## config.mk

```make
export PLATFORM = sky130hd
export DESIGN_NAME = addsub_serial
export DESIGN_NICKNAME = d
export VERILOG_FILES = /design/src/rtl/addsub_pkg.sv /design/src/rtl/addsub_serial_digit_adder.sv /design/src/rtl/addsub_serial.sv
export SDC_FILE = /design/constraint.sdc
export NUM_CORES = 1
export LEC_CHECK = 0
export BUFFER_PORTS_ARGS = -buffer_cell sky130_fd_sc_hd__buf_2
export CORE_MARGIN = 4
export CORE_UTILIZATION = 30
export DETAILED_ROUTE_END_ITERATION = 8
export RECOVER_POWER = 25
export SLEW_MARGIN = 40
export SYNTH_ARGS = -nofsm -noshare
export SYNTH_HDL_FRONTEND = slang
export SYNTH_HIERARCHICAL = 1
export SYNTH_SLANG_ARGS = --single-unit
export TNS_END_PERCENT = 50
```

## constraint.sdc

```tcl
create_clock -name clk -period 5.3 [get_ports clk]
set_input_delay 1.06 -clock clk [delete_from_list [all_inputs] [get_ports clk]]
set_output_delay 1.06 -clock clk [all_outputs]
set_load 0.02 [all_outputs]
```

## src/rtl/addsub_pkg.sv

```systemverilog
// Shared types and helpers for the digit-serial adder/subtractor.
// Holds the controller state encoding and the digit-count arithmetic.
// Combinational only; no latency or backpressure.
package addsub_pkg;

    typedef enum logic [1:0] {
        IDLE = 2'd0,
        RUN  = 2'd1,
        DONE = 2'd2
    } state_t;

    // Number of digit slices needed to cover one operand.
    function automatic int num_digits(input int width, input int digit);
        return width / digit;
    endfunction

    // Digit counter width; at least one bit even for a single-digit build.
    function automatic int cnt_width(input int n);
        return (n > 1) ? $clog2(n) : 1;
    endfunction

endpackage

```

## src/rtl/addsub_serial_digit_adder.sv

```systemverilog
// DIGIT-bit ripple-carry slice used once per cycle by the serial adder.
// Purely combinational (0 cycles); no backpressure.
// Ports: a, b, cin in; sum, cout, cmsb (carry into the slice MSB) out.
module digit_adder #(
    parameter int DIGIT = 4
) (
    input  logic [DIGIT-1:0] a,
    input  logic [DIGIT-1:0] b,
    input  logic             cin,
    output logic [DIGIT-1:0] sum,
    output logic             cout,
    output logic             cmsb
);

    logic [DIGIT:0] c;

    always_comb begin
        c    = '0;
        sum  = '0;
        c[0] = cin;
        for (int i = 0; i < DIGIT; i++) begin
            sum[i]   = a[i] ^ b[i] ^ c[i];
            c[i+1]   = (a[i] & b[i]) | (a[i] & c[i]) | (b[i] & c[i]);
        end
    end

    assign cout = c[DIGIT];
    // Carry into the top bit of this slice; on the last digit this is the
    // carry into the operand sign bit, needed for signed overflow.
    assign cmsb = c[DIGIT-1];

endmodule

```

## src/rtl/addsub_serial.sv

```systemverilog
// Digit-serial add/subtract of two WIDTH-bit operands, DIGIT bits per cycle.
// Latency: out_valid rises WIDTH/DIGIT cycles after the accepting edge.
// Backpressure: one operation in flight; in_ready only in IDLE, result held in DONE until out_ready.
// Ports: clk, rst (sync, active-high); in_valid/in_ready with a, b, sub;
//        out_valid/out_ready with result, cout, ovf, zero.
// Optional: define ADDSUB_SAT_EN to saturate result on signed overflow.
module addsub_serial
    import addsub_pkg::*;
#(
    parameter int WIDTH = 16,
    parameter int DIGIT = 4
) (
    input  logic             clk,
    input  logic             rst,
    input  logic             in_valid,
    output logic             in_ready,
    input  logic [WIDTH-1:0] a,
    input  logic [WIDTH-1:0] b,
    input  logic             sub,
    output logic             out_valid,
    input  logic             out_ready,
    output logic [WIDTH-1:0] result,
    output logic             cout,
    output logic             ovf,
    output logic             zero
);

    localparam int             N      = num_digits(WIDTH, DIGIT);
    localparam int             KW     = cnt_width(N);
    localparam logic [KW-1:0]  K_LAST = KW'(N - 1);

    generate
        if ((WIDTH % DIGIT) != 0 || WIDTH < 2 || DIGIT < 1) begin : g_bad_params
            $error("addsub_serial: WIDTH must be a multiple of DIGIT, WIDTH >= 2, DIGIT >= 1");
        end
    endgenerate

    state_t          state;
    logic [WIDTH-1:0] a_r;
    logic [WIDTH-1:0] b_r;      // already inverted for subtract
    logic             carry;
    logic [KW-1:0]    k;

    logic [DIGIT-1:0] d_a;
    logic [DIGIT-1:0] d_b;
    logic [DIGIT-1:0] d_sum;
    logic             d_cout;
    logic             d_cmsb;
    logic             ovf_now;
    logic [WIDTH-1:0] full_sum;
    logic [WIDTH-1:0] final_res;

    always_comb begin
        d_a = a_r[int'(k) * DIGIT +: DIGIT];
        d_b = b_r[int'(k) * DIGIT +: DIGIT];
    end

    digit_adder #(
        .DIGIT (DIGIT)
    ) u_digit (
        .a    (d_a),
        .b    (d_b),
        .cin  (carry),
        .sum  (d_sum),
        .cout (d_cout),
        .cmsb (d_cmsb)
    );

    // Only meaningful on the last digit, where the slice MSB is the sign bit.
    assign ovf_now = d_cout ^ d_cmsb;

    // Complete wrapped result as it will stand after the current digit lands;
    // used on the last RUN cycle so saturation and zero see the whole word.
    always_comb begin
        full_sum = result;
        full_sum[int'(k) * DIGIT +: DIGIT] = d_sum;
    end

`ifdef ADDSUB_SAT_EN
    // On overflow the true result has the sign of a (both operands agree).
    always_comb begin
        final_res = full_sum;
        if (ovf_now) begin
            final_res = a_r[WIDTH-1] ? {1'b1, {(WIDTH-1){1'b0}}}
                                     : {1'b0, {(WIDTH-1){1'b1}}};
        end
    end
`else
    assign final_res = full_sum;
`endif

    always_ff @(posedge clk) begin
        if (rst) begin
            state     <= IDLE;
            a_r       <= '0;
            b_r       <= '0;
            carry     <= 1'b0;
            k         <= '0;
            in_ready  <= 1'b1;
            out_valid <= 1'b0;
            result    <= '0;
            cout      <= 1'b0;
            ovf       <= 1'b0;
            zero      <= 1'b0;
        end else begin
            case (state)
                IDLE: begin
                    if (in_valid) begin
                        a_r      <= a;
                        b_r      <= b ^ {WIDTH{sub}};
                        carry    <= sub;   // +1 completes the two's complement
                        k        <= '0;
                        in_ready <= 1'b0;
                        state    <= RUN;
                    end
                end
                RUN: begin
                    result[int'(k) * DIGIT +: DIGIT] <= d_sum;
                    carry <= d_cout;
                    k     <= k + 1'b1;
                    if (k == K_LAST) begin
                        result    <= final_res;
                        cout      <= d_cout;
                        ovf       <= ovf_now;
                        zero      <= (final_res == '0);
                        out_valid <= 1'b1;
                        state     <= DONE;
                    end
                end
                DONE: begin
                    // in_ready rises one edge after consumption, so no new
                    // request can be taken on the consuming edge.
                    if (out_ready) begin
                        out_valid <= 1'b0;
                        in_ready  <= 1'b1;
                        state     <= IDLE;
                    end
                end
                default: begin
                    state     <= IDLE;
                    in_ready  <= 1'b1;
                    out_valid <= 1'b0;
                end
            endcase
        end
    end

endmodule

```

==> run summary, run 1 <==
Status = finished, violations left
Failing checks = max-capacitance violations, max-slew violations
Multiplexer area fraction after synthesis = 6.30%
Critical Path Sink Type = flip-flop
Cell taking the most area after synthesis = dfxtp_1
Num Clock Sinks = 58
First-pass GRT wire length = 11400 um
RD Place Congestion = 0.855
Critical Path Max Stage Delay = 0.68 ns
P_leak = 1.38 nW
Overall power = 1.10 mW
Critical path class = reg2reg
P_int = 0.818 mW
Vias in the first global route = 2440
Syn avg cell area = 8.80 um^2
Max Cap Viol = 1
Post-Synth XOR/XNOR Area = 5.21%
# IOs = 58
Worst min path class = reg2reg
Share of the synthesized area in the top cell type = 40.6%
CTS Root Buffer Type = clkbuf_8
# H-tree levels = 3
Hold WS = 0.455 ns
GRT Total Usage = 12.6%
CTS tree = done
Skew final = 0.00663 ns
Initial antenna violation count = 0
Finish-stage setup viols = 0
Port Buffers = 57
Routed len/inst = 13.3 um
Synth Area in Adders = 5.42%
Post-synthesis compound-gate area fraction = 15.8%
Detailed-route via count = 2397
Clk pin slew, worst setup/hold paths = 0.07 ns
Ys Warns = 6
N_diodes = 0
Unrepaired setup endpoints after global routing = false
Drt via density = 4.75
Post-synth net total = 372
Crit-path max FO = 13
CP arrival = 3.85 ns
Flop pwr share = 43.2%
Initial Util = 31.0%
Placed Instance Area = 0.00323 mm^2
Pwr/cell area = 318 mW/mm^2
Post-route setup TNS = 0 ns
Layout cells sized above 1 = 22.9%
Clk pwr share = 42.0%
Final Hold Fails = 0
Die area = 0.0112 mm^2
Post-route clock period utilization = 67.9%
Switching power of the nets = 0.282 mW
Seq cells post-synth = 58
Clock Path Buffers = 2
Clock insertion delay at the later pin of the skew report = 0.34 ns
CTS buffer count = 9
Syn-to-layout area delta = 20.7%
CP max stage cell = dfxtp_1
Hpwl dp = 4840 um
# rows = 35
Nets = 418
Crit-path cells = mux4_2 -> inv_1 -> fa_1 -> inv_1 -> fa_1 -> fa_1 -> inv_1 -> fa_1 -> inv_1 -> or4_1 -> nand3_1 -> a21oi_1 -> o31ai_2
Chip height = 106 um
CTS Hold Buffers Added = 0
Final wirelength = 6690 um
Share of total power in combinational logic = 14.8%
Total global routing overflow = 0
Filler Cell Count = 953
Synth Cell Area = 0.00286 mm^2
Largest family of logic cells by synthesized area = simple AND/OR/NAND/NOR gates
Mapped Cells = 325
Post-synthesis sequential area ratio = 40.6%
CP Launch Type = flip-flop
Max VDD drop = 0.127 mV
Largest net degree at the start of global routing = 60
Fmax = 0.278 GHz
Post-cts resize count = 0
Core Area = 0.00924 mm^2
Slew margin rel. = -63.9%
DIE WIDTH = 106 um
Detail Route Antenna Nets = 0
Final core occ = 37.4%
Switching Share = 25.7%
Drt first pass iters = 4
Simple-gate share of the synthesized area = 21.0%
Final instance area = 0.00345 mm^2
Initial DRC Count = 121
Max-slew violation count = 60
Post-CTS Setup Bufs = 0
CP required = 5.56 ns
Period minus WS final = 3.60 ns
Top post-synthesis cells by area = dfxtp_1 41%, mux4_2 6.3%, nand2_1 5.8%
Slew @ Worst Pin = 2.46 ns
DR DRC count = 0
Netlist cell types = 39
## critical path: cells and delay by family, from the launching register on
family / cells / cell delay (ns)
adder cells (fa/ha/maj): 4 / 1.31
flip-flops: 1 / 0.68
AND/OR/NAND/NOR: 2 / 0.62
buffers and inverters: 4 / 0.31
AO/OA/AOI/OAI: 2 / 0.30
multiplexers: 1 / 0.30
## cells by family after synthesis
| logic type | Yosys count |
|---|---|
| and+or+nand+nor | 125 |
| AOI/OAI and AO/OA | 67 |
| DFF | 58 |
| buffers and inverters | 40 |
| xor gates and xnor gates | 17 |
| adders and majority gates | 10 |
| muxes | 8 |
## power by group through the flow
stage	sequential, mW	combinational (mW)	clock, mW
after floorplan	0.480	0.119	0
after global placement	0.485	0.160	0
after detailed placement	0.485	0.164	0
after CTS	0.475	0.164	0.476
after global routing	0.478	0.183	0.493
final	0.475	0.162	0.462
## synthesized netlist by cell type
| library cell | n |
|---|---|
| a2111oi_0 | 1 |
| a2111oi_4 | 1 |
| a211oi_1 | 16 |
| a21oi_1 | 31 |
| a222oi_1 | 1 |
| a22oi_1 | 12 |
| and3b_1 | 3 |
| buf_1 | 1 |
| buf_2 | 9 |
| clkbuf_1 | 14 |
| dfxtp_1 | 58 |
| fa_1 | 4 |
| ha_1 | 6 |
| inv_1 | 16 |
| mux4_2 | 8 |
| nand2_1 | 44 |
| nand2b_1 | 3 |
| nand3_1 | 8 |
| nand3b_1 | 4 |
| nand4_1 | 1 |
| nand4bb_1 | 2 |
| nor2_1 | 39 |
| nor2b_1 | 3 |
| nor3_1 | 5 |
| nor3b_1 | 1 |
| nor4_1 | 3 |
| nor4bb_1 | 2 |
| o211ai_1 | 1 |
| o21ai_0 | 1 |
| o21bai_1 | 1 |
| o22a_1 | 1 |
| o31ai_2 | 1 |
| or2_2 | 1 |
| or3_1 | 1 |
| or3b_1 | 1 |
| or4_1 | 3 |
| or4_4 | 1 |
| xnor2_1 | 16 |
| xor2_1 | 1 |
## per-stage QoR
| step | cells | setup WS [ns] |
|---|---|---|
| 2_1_floorplan | 325 | 1.88 |
| 3_3_place_gp | 489 | 1.83 |
| 5_1_grt | 505 | 1.45 |
| 4_1_cts | 505 | 1.69 |
| 3_5_place_dp | 489 | 1.71 |
| 6_report | 505 | 1.70 |
## state kept, by name (all words and copies together) (netlist names), 2 cells and up
register and cells:
result 16, state 2, a_r 16, b_r 16, k 2
## cell usage in the layout (no fill, tap or decap), types with 2 or more instances in the layout
cell / netlist / routed
ha_1: 6 / 6
mux4_2: 8 / 8
nand3_1: 8 / 8
and3b_1: 3 / 3
nor2b_1: 3 / 3
a22oi_1: 12 / 12
dfxtp_1: 58 / 58
nand2b_1: 3 / 3
buf_2: 9 / 56
fa_1: 4 / 4
bufinv_16: 0 / 2
nor4bb_1: 2 / 2
buf_4: 0 / 2
nor4_1: 3 / 3
or4_1: 3 / 3
nand4bb_1: 2 / 2
nor2_1: 39 / 39
clkbuf_8: 0 / 11
nor3_1: 5 / 5
nand3b_1: 4 / 4
clkbuf_1: 14 / 2
a211oi_1: 16 / 16
xnor2_1: 16 / 16
a21oi_1: 31 / 31
inv_1: 16 / 16
nand2_1: 44 / 44
## routing by layer
metal  vias to the layer above  global-route usage (%)  wire length (um)
met1                      1106                    15.8              3140
li1                       1227                       -                 -
met4                         0                    4.90               110
met2                        55                    20.2              3070
met3                         9                    4.10               371
met5                         -                       0                 0
## final cells by class
class | instances | area, um^2 | area share, %
Clock inverter | 4 | 73.8 | 2.14
Inverter | 16 | 60.1 | 1.74
Clock buffer | 12 | 155 | 4.49
Sequential cell | 58 | 1160 | 33.6
Multi-Input combinational cell | 227 | 1540 | 44.7
Timing Repair Buffer | 59 | 299 | 8.66
Tap cell | 129 | 161 | 4.67
## path summary, 6_finish.rpt
check	start	endpoint	slack, ns	cells past startpoint
worst min-delay path	a_r[15]	a_r[15]	0.45	2
worst max-delay path	k[1]	zero	1.70	13
worst min register to register	a_r[15]	a_r[15]	0.45	2
worst max register to register	k[1]	zero	1.70	13
No activity file was read; power rests on OpenSTA's default activity.
==> run 2: changes to the inputs <==
--- a/config.mk
+++ b/config.mk
@@ -5,6 +5,7 @@
 export SDC_FILE = /design/constraint.sdc
 export NUM_CORES = 1
 export LEC_CHECK = 0
+export ABC_AREA = 1
 export BUFFER_PORTS_ARGS = -buffer_cell sky130_fd_sc_hd__buf_2
 export CORE_MARGIN = 4
 export CORE_UTILIZATION = 30
==> constraint.sdc (replaced) <==
create_clock -name clk -period 3.05 [get_ports clk]
set_input_delay 0.61 -clock clk [delete_from_list [all_inputs] [get_ports clk]]
set_output_delay 0.61 -clock clk [all_outputs]
set_load 0.02 [all_outputs]
==> run summary, run 2 <==
Status = finished, violations left (unchanged)
Failing checks = max-capacitance violations, max-slew violations (unchanged)
Chip height = 108 um (was 106 um)
Max Cap Viol = 1 (unchanged)
Slew @ Worst Pin = 1.89 ns (was 2.46 ns)
Max VDD drop = 0.196 mV (was 0.127 mV)
Crit-path max FO = 7 (was 13)
Top_reg_cell synth = dfxtp_1 (unchanged)
GRT Total Usage = 13.6% (was 12.6%)
CTS tree = done (unchanged)
Port Buffers = 57 (unchanged)
Vias in the first global route = 2696 (was 2440)
Slew margin rel. = -25.7% (was -63.9%)
Initial antenna violation count = 0 (unchanged)
Drt first pass iters = 4 (unchanged)
CP required = 3.27 ns (was 5.56 ns)
Die area = 0.0117 mm^2 (was 0.0112 mm^2)
Share of the synthesized area in the top cell type = 38.7% (was 40.6%)
Final worst slack = 0.00528 ns (was 1.70 ns)
Unrepaired setup endpoints after global routing = true (was false)
Overall power = 2.15 mW (was 1.10 mW)
Netlist cell types = 29 (was 39)
Top post-synthesis cells by area = dfxtp_1 39%, nor2_1 14%, o21ai_0 9.8% (was dfxtp_1 41%, mux4_2 6.3%, nand2_1 5.8%)
Nets = 526 (was 418)
CTS buffer count = 9 (unchanged)
RD Place Congestion = 0.814 (was 0.855)
Placed cell count = 597 (was 489)
Largest regs = a_r (16), b_r (16), result (16) (unchanged)
Routed len/inst = 12.3 um (was 13.3 um)
Finish-stage setup viols = 0 (unchanged)
Seq cells post-synth = 58 (unchanged)
Clock Path Buffers = 2 (unchanged)
Hold WS = 0.452 ns (was 0.455 ns)
Ys Warns = 6 (unchanged)
Synth Cell Area = 0.00300 mm^2 (was 0.00286 mm^2)
EDFF count, synth = 0 (unchanged)
P_leak = 1.75 nW (was 1.38 nW)
Initial Util = 30.7% (was 31.0%)
Busiest grt layer = met2 (unchanged)
Hpwl dp = 5560 um (was 4840 um)
# H-tree levels = 3 (unchanged)
CP arrival = 3.26 ns (was 3.85 ns)
Crit-path cells = inv_6 -> o21ai_2 -> o22ai_2 -> inv_2 -> fa_2 -> inv_2 -> fa_2 -> fa_2 -> inv_2 -> fa_1 -> inv_2 -> inv_2 -> nor2_1 -> nand3_1 -> nand2_1 -> nor2_1 -> nand2_1 -> nor2_1 -> nand2_1 -> a21oi_2 (was mux4_2 -> inv_1 -> fa_1 -> inv_1 -> fa_1 -> fa_1 -> inv_1 -> fa_1 -> inv_1 -> or4_1 -> nand3_1 -> a21oi_1 -> o31ai_2)
DIE WIDTH = 108 um (was 106 um)
Detailed-route via count = 2804 (was 2397)
Mapped Cells = 420 (was 325)
Commonest non-fill, non-tap cell in the layout = nor2_1 (was dfxtp_1)
Critical Path Max Stage Delay = 0.42 ns (was 0.68 ns)
Num Clock Sinks = 58 (unchanged)
Period minus WS final = 3.04 ns (was 3.60 ns)
Placed Instance Area = 0.00340 mm^2 (was 0.00323 mm^2)
# IOs = 58 (unchanged)
Most used cell, CP = inv_2
First-pass GRT wire length = 12600 um (was 11400 um)
Clk pin slew, worst setup/hold paths = 0.07 ns (about the same)
Pre-CTS setup slack = -0.0111 ns (was 1.71 ns)
Pwr/cell area = 579 mW/mm^2 (was 318 mW/mm^2)
Final instance area = 0.00372 mm^2 (was 0.00345 mm^2)
Layout cells sized above 1 = 23.8% (was 22.9%)
Post-route setup TNS = 0 ns (unchanged)
Post-route clock period utilization = 99.8% (was 67.9%)
Largest net degree at the start of global routing = 52 (was 60)
DR DRC count = 0 (unchanged)
Post-synthesis sequential area ratio = 38.7% (was 40.6%)
GR met3 Demand/Resource = 4.30% (was 4.10%)
Cell with the most instances after synthesis = nor2_1 (was dfxtp_1)
CP delay by family, top = adder cells (unchanged)
Drt via density = 4.54 (was 4.75)
Fmax = 0.328 GHz (was 0.278 GHz)
# rows = 36 (was 35)
Cell taking the most area after synthesis = dfxtp_1 (unchanged)
CP max stage cell = fa_1 (was dfxtp_1)
Syn avg cell area = 7.15 um^2 (was 8.80 um^2)
Worst min path class = reg2reg (unchanged)
Core Area = 0.00977 mm^2 (was 0.00924 mm^2)
Post-synth net total = 467 (was 372)
Critical path class = reg2reg (unchanged)
N_diodes = 0 (unchanged)
Final core occ = 38.0% (was 37.4%)
CP Launch Type = flip-flop (unchanged)
Worst Path Buf+Inv = 6 (was 4)
Cell Count, Final, Fillers Out = 617 (was 505)
Critical Path Sink Type = flip-flop (unchanged)
Most frequent cells in the layout = 104 x nor2_1, 57 x buf_2, 56 x dfxtp_1 (was 58 x dfxtp_1, 56 x buf_2, 44 x nand2_1)
Skew final = 0.0115 ns (was 0.00663 ns)
Final wirelength = 7590 um (was 6690 um)
Detail Route Antenna Nets = 0 (unchanged)
Met1 Usage GRT = 17.7% (was 15.8%)
Initial DRC Count = 138 (was 121)
Top cells by count, synth = 108 x nor2_1, 59 x o21ai_0, 58 x dfxtp_1 (was 58 x dfxtp_1, 44 x nand2_1, 39 x nor2_1)
Clock insertion delay at the later pin of the skew report = 0.34 ns (about the same)
CTS Root Buffer Type = clkbuf_8 (unchanged)
Total global routing overflow = 0 (unchanged)
Syn-to-layout area delta = 23.8% (was 20.7%)
Max-slew violation count = 52 (was 60)
Final Hold Fails = 0 (unchanged)
Met2 usage = 21.7% (was 20.2%)
Post-synth ARST share = 0% (unchanged)
[run 2: cell count changes after synthesis, moves of 6 or more]
cell      before  now
nand2_1       44   38
nor2_1        39  108
o21ai_0        1   59
a22oi_1       12    0
o22ai_1        0    8
inv_1         16   48
mux4_2         8    0
a21oi_1       31    6
nand3_1        8   14
clkbuf_1      14    8
[run 2: worst paths after layout]
| path | slack (ns) | from | end | depth (start not counted) |
|---|---|---|---|---|
| worst min register to register | 0.45 | in_ready | in_ready | 2 |
| worst max-delay path | 0.005 | k[0] | zero | 20 |
| worst max register to register | 0.005 | k[0] | zero | 20 |
| worst min-delay path | 0.45 | in_ready | in_ready | 2 |
[run 2: cells by family (layout without fill, tap and decap cells)]
group                      after synthesis  after routing  share of synthesized area (%)
AOI/OAI and AO/OA                       96             96                           18.3
xor gates and xnor gates                17             17                           4.96
adders and majority gates               10             10                           5.17
buffers and inverters                   73            137                           10.5
DFF                                     58             58                           38.7
and+or+nand+nor                        166            166                           22.4
[run 2: per-layer routing]
metal	wire length, um	share of wire, %
met5	0	0
met4	91	1.2
met3	423	5.6
met2	3610	48
met1	3470	46
[run 2: layout make-up]
| cell class | count | area (um^2) |
|---|---|---|
| Fill cell | 1045 | 6060 |
| Multi-Input combinational cell | 289 | 1590 |
| Sequential cell | 58 | 1170 |
| Timing Repair Buffer | 70 | 387 |
| Inverter | 51 | 196 |
| Tap cell | 133 | 166 |
| Clock buffer | 11 | 131 |
| Clock inverter | 5 | 80.1 |
[run 2: power breakdown]
| part | internal, mW | switching [mW] | total [mW] |
|---|---|---|---|
| sequential | 0.823 | 0.0457 | 0.869 |
| clock | 0.459 | 0.303 | 0.762 |
| combinational | 0.205 | 0.318 | 0.523 |
[run 2: repair_timing]
item,CTS,global route
hold buffers,0,0
endpoints found under the setup margin,1,5
buffers inserted,1,3
resized for setup,1,32
pin swaps,0,10
[run 2: worst register-to-register path, cell delays in order, from the launching register on]
cell and delay, ns:
dfxtp_4 0.40, inv_6 0.06, o21ai_2 0.12, o22ai_2 0.09, inv_2 0.07, fa_2 0.20
inv_2 0.04, fa_2 0.36, fa_2 0.41, inv_2 0.07, fa_1 0.42, inv_2 0.10
inv_2 0.03, nor2_1 0.10, nand3_1 0.08, nand2_1 0.10, nor2_1 0.05, nand2_1 0.07
nor2_1 0.04, nand2_1 0.07, a21oi_2 0.05
==> run 3: changes to the inputs <==
--- a/config.mk
+++ b/config.mk
@@ -8,7 +8,7 @@
 export ABC_AREA = 1
 export BUFFER_PORTS_ARGS = -buffer_cell sky130_fd_sc_hd__buf_2
 export CORE_MARGIN = 4
-export CORE_UTILIZATION = 30
+export CORE_UTILIZATION = 40
 export DETAILED_ROUTE_END_ITERATION = 8
 export RECOVER_POWER = 25
 export SLEW_MARGIN = 40
==> constraint.sdc (replaced) <==
create_clock -name clk -period 3.8 [get_ports clk]
set_input_delay 0.76 -clock clk [delete_from_list [all_inputs] [get_ports clk]]
set_output_delay 0.76 -clock clk [all_outputs]
set_load 0.02 [all_outputs]
==> run summary, run 3 (synthesized netlist as in run 2, its figures left out) <==
Commonest non-fill, non-tap cell in the layout = nor2_1 (unchanged)
Max-slew violation count = 52 (unchanged)
Pwr/cell area = 446 mW/mm^2 (was 579 mW/mm^2)
Initial Util = 41.2% (was 30.7%)
Most frequent cells in the layout = 108 x nor2_1, 59 x o21ai_0, 58 x dfxtp_1 (was 104 x nor2_1, 57 x buf_2, 56 x dfxtp_1)
Syn-to-layout area delta = 15.8% (was 23.8%)
WHS Path Cells = 2 (unchanged)
CTS Hold Buffers Added = 0 (unchanged)
P_leak = 1.66 nW (was 1.75 nW)
Hold WS = 0.452 ns (about the same)
Failing checks = max-capacitance violations, max-slew violations (unchanged)
# H-tree levels = 3 (unchanged)
R2R Setup Slk = 0.42 ns (was 0.005 ns)
Filler Cell Count = 809 (was 1045)
Drt via density = 4.77 (was 4.54)
Skew final = 0.00620 ns (was 0.0115 ns)
Hold wc startpoint = in_ready (unchanged)
Fmax = 0.296 GHz (was 0.328 GHz)
CP arrival = 3.57 ns (was 3.26 ns)
Initial antenna violation count = 0 (unchanged)
Multi-input logic area = 0.00152 mm^2 (was 0.00159 mm^2)
Reg2reg end = zero (unchanged)
GRT Total Usage = 16.9% (was 13.6%)
Max VDD drop = 0.173 mV (was 0.196 mV)
Status = finished, violations left (unchanged)
Chip height = 94.6 um (was 108 um)
Register Area = 0.00116 mm^2 (was 0.00117 mm^2)
Unrepaired setup endpoints after global routing = false (was true)
Final wirelength = 6860 um (was 7590 um)
Crit-path max FO = 13 (was 7)
Slew margin rel. = -25.7% (about the same)
DIE WIDTH = 94.6 um (was 108 um)
Critical Path Max Stage Delay = 0.42 ns (about the same)
Detail Route Antenna Nets = 0 (unchanged)
Nets = 517 (was 526)
Largest regs = a_r (16), b_r (16), result (16) (unchanged)
CP max stage cell = fa_1 (unchanged)
Hpwl dp = 4980 um (was 5560 um)
Final Hold Fails = 0 (unchanged)
Critical Path Sink Type = flip-flop (unchanged)
CTS buffer count = 9 (unchanged)
Post-route clock period utilization = 89.0% (was 99.8%)
Largest net degree at the start of global routing = 52 (unchanged)
Layout cells sized above 1 = 16.6% (was 23.8%)
CP delay by family, top = adder cells (unchanged)
DR DRC count = 0 (unchanged)
Slew @ Worst Pin = 1.89 ns (about the same)
Finish-stage setup viols = 0 (unchanged)
Worst Hold Path EP = in_ready (unchanged)
Reg2reg path depth = 18 (was 20)
Worst min path class = reg2reg (unchanged)
Num Clock Sinks = 58 (unchanged)
Clock insertion delay at the later pin of the skew report = 0.33 ns (was 0.34 ns)
Post-route setup TNS = 0 ns (unchanged)
Worst Path Buf+Inv = 5 (was 6)
# IOs = 58 (unchanged)
Routed len/inst = 12.0 um (was 12.3 um)
# rows = 31 (was 36)
Initial DRC Count = 125 (was 138)
Period minus WS final = 3.38 ns (was 3.04 ns)
RD Place Congestion = 0.815 (was 0.814)
CP required = 3.99 ns (was 3.27 ns)
Core Area = 0.00729 mm^2 (was 0.00977 mm^2)
Port Buffers = 57 (unchanged)
First-pass GRT wire length = 12000 um (was 12600 um)
Die area = 0.00895 mm^2 (was 0.0117 mm^2)
Drt first pass iters = 4 (unchanged)
Clk pin slew, worst setup/hold paths = 0.06 ns (was 0.07 ns)
Final core occ = 47.7% (was 38.0%)
Max Cap Viol = 1 (unchanged)
Critical path class = reg2reg (unchanged)
Detailed-route via count = 2740 (was 2804)
CTS Root Buffer Type = clkbuf_8 (unchanged)
N_diodes = 0 (unchanged)
Reg-to-Reg Start = k[0] (unchanged)
Crit-path cells = clkinvlp_4 -> o21ai_0 -> o22ai_1 -> inv_1 -> fa_1 -> inv_1 -> fa_1 -> fa_1 -> inv_1 -> fa_1 -> inv_1 -> nand3_1 -> o21ai_0 -> nor2_1 -> nand2_1 -> nor2_1 -> nand2_1 -> a21oi_2 (was inv_6 -> o21ai_2 -> o22ai_2 -> inv_2 -> fa_2 -> inv_2 -> fa_2 -> fa_2 -> inv_2 -> fa_1 -> inv_2 -> inv_2 -> nor2_1 -> nand3_1 -> nand2_1 -> nor2_1 -> nand2_1 -> nor2_1 -> nand2_1 -> a21oi_2)
Vias in the first global route = 2664 (was 2696)
Clock Path Buffers = 2 (unchanged)
Total global routing overflow = 0 (unchanged)
CTS tree = done (unchanged)
CP Launch Type = flip-flop (unchanged)
==> run 3: cell count changes in the layout (fill, tap and decap cells not counted), moves of 6 or more <==
cell,change
buf_4,-8
o21ai_0,+8
inv_2,-6
inv_1,+6
==> run 3: where the power goes <==
group	total [mW]	switching, mW	internal, mW	leakage, nW
combinational	0.377	0.238	0.139	1.10
clock	0.481	0.230	0.251	0.0872
sequential	0.691	0.0309	0.660	0.479
==> run 3: worst max-delay path by stage <==
stage                     from   end  slack, ns  depth (start not counted)
after global placement    k[0]  zero       0.56                         18
final                     k[0]  zero       0.42                         18
after floorplan           k[0]  zero       0.46                         20
after CTS                 k[0]  zero       0.33                         18
after global routing      k[0]  zero       0.05                         18
after detailed placement  k[0]  zero       0.35                         18
==> run 3: routing by layer <==
| layer | up-vias | GRT usage [%] | routed length, um |
|---|---|---|---|
| li1 | 1443 | - | - |
| met1 | 1219 | 21.7 | 3200 |
| met2 | 65 | 26.8 | 3170 |
| met3 | 13 | 3.67 | 371 |
| met4 | 0 | 7.93 | 123 |
| met5 | - | 0 | 0 |
==> run 3: repair_timing <==
item | in CTS | in global routing
buffers inserted | 0 | 0
resized for setup | 0 | 1
setup endpoints to repair | 0 | 1
==> run 3: tightest hold or removal path, delay by kind of cell, from the launching register on <==
family	cells	cell delay, ns
simple gates	1	0.04
flops	1	0.31
compound gates	1	0.06
==> run 3: area by class of cell <==
type | count | area share [%]
Timing Repair Buffer | 61 | 8.86
Multi-Input combinational cell | 289 | 43.8
Sequential cell | 58 | 33.4
Clock inverter | 3 | 0.432
Tap cell | 99 | 3.56
Clock buffer | 13 | 4.28
Inverter | 51 | 5.62
==> run 3: stage by stage <==
stage | area, um^2 | power, mW | worst slack [ns] | std cells
2_1_floorplan | 3000 | 0.986 | 0.455 | 420
3_3_place_gp | 3320 | 1.08 | 0.561 | 558
3_5_place_dp | 3320 | 1.08 | 0.350 | 558
4_1_cts | 3480 | 1.57 | 0.330 | 574
5_1_grt | 3480 | 1.66 | 0.0489 | 574
6_report | 3480 | 1.55 | 0.419 | 574
